### src/rtl/instr_fetch.sv
`timescale 1ns/1ps
`default_nettype none
// +-----------------------------------------------------------------------------
// | instr_fetch : PC owner and instruction fetch over a ready-handshake memory
// | Revision    : 1.0
// +-----------------------------------------------------------------------------
module instr_fetch #(
   parameter int              PC_W     = 16,
   parameter logic [PC_W-1:0] RESET_PC = {PC_W{1'b0}}
) (
   input  logic            clk,
   input  logic            rst,
   output logic            imem_rd_en,
   output logic [PC_W-1:0] imem_addr,
   input  logic            imem_rdy,
   input  logic [15:0]     imem_data,
   output logic [15:0]     instr,
   output logic            instr_vld,
   output logic [PC_W-1:0] pc,
   output logic [PC_W-1:0] pc_plus1,
   input  logic [15:0]     alt_pc,
   input  logic            alt_pc_ctrl,
   input  logic            hlt,
   input  logic            stall,
   output logic            halted,
   output logic [15:0]     retired
);

   typedef enum logic [1:0] {
      ST_FETCH = 2'd0,
      ST_EXEC  = 2'd1,
      ST_HALT  = 2'd2
   } state_e;

   state_e          state_q;
   logic [PC_W-1:0] pc_q;
   logic [15:0]     instr_q;
   logic [15:0]     retired_q;
   logic            rd_en_q;
   logic            vld_q;
   logic            halted_q;

   assign pc_plus1   = pc_q + PC_W'(1);
   assign pc         = pc_q;
   assign imem_addr  = pc_q;
   assign instr      = instr_q;
   assign retired    = retired_q;
   assign imem_rd_en = rd_en_q;
   assign instr_vld  = vld_q;
   assign halted     = halted_q;

   // Output flags are registered alongside the state so they track it exactly.
   always_ff @(posedge clk) begin
      if (rst) begin
         state_q   <= ST_FETCH;
         pc_q      <= RESET_PC;
         instr_q   <= 16'h0000;
         retired_q <= 16'h0000;
         rd_en_q   <= 1'b1;
         vld_q     <= 1'b0;
         halted_q  <= 1'b0;
      end else begin
         case (state_q)
            ST_FETCH: begin
               if (imem_rdy) begin
                  instr_q <= imem_data;
                  state_q <= ST_EXEC;
                  rd_en_q <= 1'b0;
                  vld_q   <= 1'b1;
               end
            end
            ST_EXEC: begin
               if (!stall) begin
                  retired_q <= retired_q + 16'd1;
                  vld_q     <= 1'b0;
                  if (hlt) begin
                     state_q  <= ST_HALT;
                     halted_q <= 1'b1;
                  end else begin
                     pc_q    <= alt_pc_ctrl ? alt_pc[PC_W-1:0] : pc_plus1;
                     state_q <= ST_FETCH;
                     rd_en_q <= 1'b1;
                  end
               end
            end
            ST_HALT: begin
            end
            default: begin
               state_q  <= ST_FETCH;
               rd_en_q  <= 1'b1;
               vld_q    <= 1'b0;
               halted_q <= 1'b0;
            end
         endcase
      end
   end

endmodule
`default_nettype wire

### config.mk
export PLATFORM = sky130hd
export DESIGN_NAME = instr_fetch
export DESIGN_NICKNAME = d
export VERILOG_FILES = /design/src/rtl/instr_fetch.sv
export SDC_FILE = /design/constraint.sdc
export NUM_CORES = 1
export LEC_CHECK = 0
export ABC_AREA = 1
export BUFFER_PORTS_ARGS = -buffer_cell sky130_fd_sc_hd__buf_2
export CAP_MARGIN = 0
export CORE_MARGIN = 4
export CORE_UTILIZATION = 34
export DETAILED_ROUTE_END_ITERATION = 12
export PLACE_DENSITY = 0.58
export SYNTH_ARGS = -nofsm -noshare
export SYNTH_HDL_FRONTEND = slang
export SYNTH_SLANG_ARGS = --single-unit
### constraint.sdc
create_clock -name clk -period 4.5 [get_ports clk]
set_clock_uncertainty 0.05 [all_clocks]
set_input_delay 0.45 -clock clk [delete_from_list [all_inputs] [get_ports clk]]
set_output_delay 0.45 -clock clk [all_outputs]
set_load 0.05 [all_outputs]
==> impl_metrics.env <==
export IMPL_post_layout_total_power_mw=1.082
export IMPL_syn_avg_cell_area_sq_um=6.845
export IMPL_timing_critical_path_fanout_max=8
export IMPL_dp_final_hpwl_mm=5.541
export IMPL_row_count=32
export IMPL_cts_resized=0
export IMPL_flop_and_latch_count_out_of_synthesis=52
export IMPL_startpoint_types="flip-flop"
export IMPL_worstPathRequired_ns=4.00
export IMPL_timing_slew_headroom_pct=60.66
export IMPL_drc_markers=0
export IMPL_h_tree_levels=2
export IMPL_tightest_slew_ns=0.5895
export IMPL_ys_types=29
export IMPL_postSynthCellCount=393
export IMPL_drive_gt1_share_pct=28.34
export IMPL_p_seq_share_pct=46.4
export IMPL_final_layout_setup_total_negative_slack_ns=0
export IMPL_ctsHoldBuffers=0
export IMPL_worstRegToRegCells=7
export IMPL_p_sw_share_pct=34.53
export IMPL_final_nets=533
export IMPL_report_final_hold_viol_count=0
export IMPL_final_min_period_over_clock_period_pct=55.98
export IMPL_period_minus_slack_ns=2.519
export IMPL_worst_r2r_startpoint="imem_addr[0]"
export IMPL_total_gr_overflow=0
export IMPL_die_span_in_x_microns=96.95
export IMPL_drt_pass1_iter_count=5
export IMPL_tritoncts="built"
export IMPL_synth_sequential_area_ratio_pct=38.70
export IMPL_crit_path_launch="imem_addr[0]"
export IMPL_first_pass_grt_wire_length_mm=12.39
export IMPL_grt_max_degree=39
export IMPL_cts_buffers=5
export IMPL_comb_power_share_pct=22.8
export IMPL_worst_r2r_endpoint="imem_addr[8]"
export IMPL_gp_congestion=0.8477
export IMPL_fin_hold_ws_ns=0.3405
export IMPL_power_ir_vdd_worst_v=0.0001704
export IMPL_synth_warnings=0
export IMPL_later_pin_clock_latency_in_the_skew_report_ns=0.30
export IMPL_detailedRoute_firstIterationViolations=105
export IMPL_clk_root_buffer_cell="clkbuf_8"
export IMPL_first_global_vias=2651
export IMPL_timing_final_max_slew_violations=0
export IMPL_syn_num_nets=433
export IMPL_final_antenna_net_count=0
export IMPL_critical_path_endpoint_type="output port"
export IMPL_initial_utilization_pct=34.81
export IMPL_grt_setup_unrepaired="no"
export IMPL_count_of_vias_placed_by_the_detailed_router=2829
export IMPL_netlist_area_sq_mm=0.002690
export IMPL_netSwitchingPower_uw=373.6
export IMPL_die_height_microns=96.95
export IMPL_cts_sinks=52
export IMPL_yosys_most_used_dff="dfxtp_1"
export IMPL_timing_hold_worst_class="in -> reg"
export IMPL_worstHoldPathCells=3
export IMPL_vias_per_cell=4.747
export IMPL_max_root_sink_buffers=2
export IMPL_max_cap_violations=0
export IMPL_leakage_power_nw=1.618
export IMPL_floorplan_die_area_sq_mm=0.009399
export IMPL_clock_power_share_pct=30.8
export IMPL_timing_critical_path_arrival_ns=2.02
export IMPL_number_of_antenna_violations_at_the_first_check_in_global_routing=0
export IMPL_outcome="finished clean"
export IMPL_setup_reg_to_reg_worst_slack_ns=2.76
export IMPL_clock_fmax_mhz=397.0
export IMPL_timing_critical_path_to="pc_plus1[8]"
export IMPL_cell_internal_pwr_uw=708.5
export IMPL_postCtsSetupBuffers=0
export IMPL_worst_setup_hold_path_clk_slew_ns=0.10
export IMPL_finalSetupViolCount=0
export IMPL_pwr_density_cell_mw_per_mm2=322.2
export IMPL_top_level_ports=121
export IMPL_postRouteWirelength_mm=7.482
export IMPL_ys_async_sr_fraction_pct=0
export IMPL_coreArea_sq_mm=0.007727
export IMPL_antenna_cells_inserted=0
export IMPL_area_growth_pct=24.84
export IMPL_post_drt_wl_per_cell_microns=12.55
export IMPL_port_buffer_count=120
export IMPL_setup_worst_path_class="reg -> out"
export IMPL_grt_total_usage_pct=15.35
export IMPL_number_of_synthesized_flops_with_an_enable_pin=0
## sequential cells by signal (all words and copies together), names as in the netlist
signal      count
retired        16
halted          1
imem_addr      16
instr          16
state_q         2
imem_rd_en      1
## cells in the mapped netlist, types with 3 or more instances
cell type | n | area share (%)
a21oi_1 | 41 | 7.6
a31oi_1 | 3 | 0.70
buf_4 | 16 | 4.5
clkbuf_1 | 8 | 1.1
dfxtp_1 | 52 | 39
inv_1 | 31 | 4.3
nand2_1 | 75 | 10
nand3_1 | 15 | 2.8
nand4_1 | 7 | 1.6
nor2_1 | 66 | 9.2
nor2_2 | 3 | 0.70
nor3_1 | 3 | 0.56
o21ai_0 | 43 | 8.0
xnor2_1 | 3 | 0.98
xor2_1 | 4 | 1.3
## worst max-delay path, stage by stage (launching register included)
cell     delay (ns)
dfxtp_1        0.43
ha_1           0.22
nand3_1        0.14
nor2_2         0.33
nand2_1        0.11
xor2_1         0.19
buf_2          0.29
## power by group through the flow
stage | registers [mW] | clock network [mW] | logic, mW
after floorplan | 0.588 | 0 | 0.113
after global placement | 0.511 | 0 | 0.248
after detailed placement | 0.513 | 0 | 0.249
after CTS | 0.502 | 0.350 | 0.249
after global routing | 0.506 | 0.369 | 0.263
final | 0.502 | 0.334 | 0.246
## cell type report
type                    instances  area, sq um
clock inverters                 3        46.29
clock buffers                   5        68.82
inverters                      33        128.9
flip-flops and latches         52         1041
multi-input cells             280         1338
fillers                       872         4369
repair buffers                121        608.1
well taps                     102        127.6
## worst min-delay path by stage
stage / from / end / slack, ns
floorplan: state_q[1] / halted / 0.51
global placement: halted / halted / 0.40
detailed placement: halted / halted / 0.40
CTS: imem_data[9] / instr[9] / 0.33
global route: imem_data[9] / instr[9] / 0.34
finish: imem_data[9] / instr[9] / 0.34
## per-layer routing
metal,track usage (%),routed length (microns),up-vias
li1,-,-,1462
met3,4.903,628,5
met2,25.80,3466,114
met5,0,0,-
met1,19.57,3358,1248
met4,2.484,29,0
## layout by cell type (no fill, tap or decap), types with 2 or more instances in the layout
master,count
dfxtp_1,52
o21ai_0,43
nor2_8,2
inv_1,31
nand3b_1,2
nor2_2,3
nor2_1,66
and2_1,2
o211ai_1,2
nand3_1,15
ha_1,2
clkbuf_8,5
nand2_1,75
xor2_1,4
buf_2,120
nand2_2,2
nor3_1,3
nand4_1,7
a31oi_1,3
inv_4,2
xnor2_1,3
a21oi_1,41
## per-stage QoR
step	setup WS (ns)	std cells	util, %	cell area, sq um
after detailed placement	2.309	588	41.97	3243
final	1.981	596	43.46	3358
after CTS	1.957	596	43.46	3358
after global routing	1.808	596	43.46	3358
after floorplan	1.740	393	-	2690
after global placement	2.396	588	41.97	3243
## cell families (layout without fill, tap and decap cells)
| group | after synthesis | in the layout | synth area share (%) |
|---|---|---|---|
| and+or+nand+nor | 179 | 179 | 28.84 |
| buffers and inverters | 61 | 162 | 11.58 |
| AOI/OAI and AO/OA | 92 | 92 | 17.67 |
| xor gates and xnor gates | 7 | 7 | 2.279 |
| DFF | 52 | 52 | 38.70 |
| adders and majority gates | 2 | 2 | 0.9301 |
No activity file was read; power rests on OpenSTA's default activity.
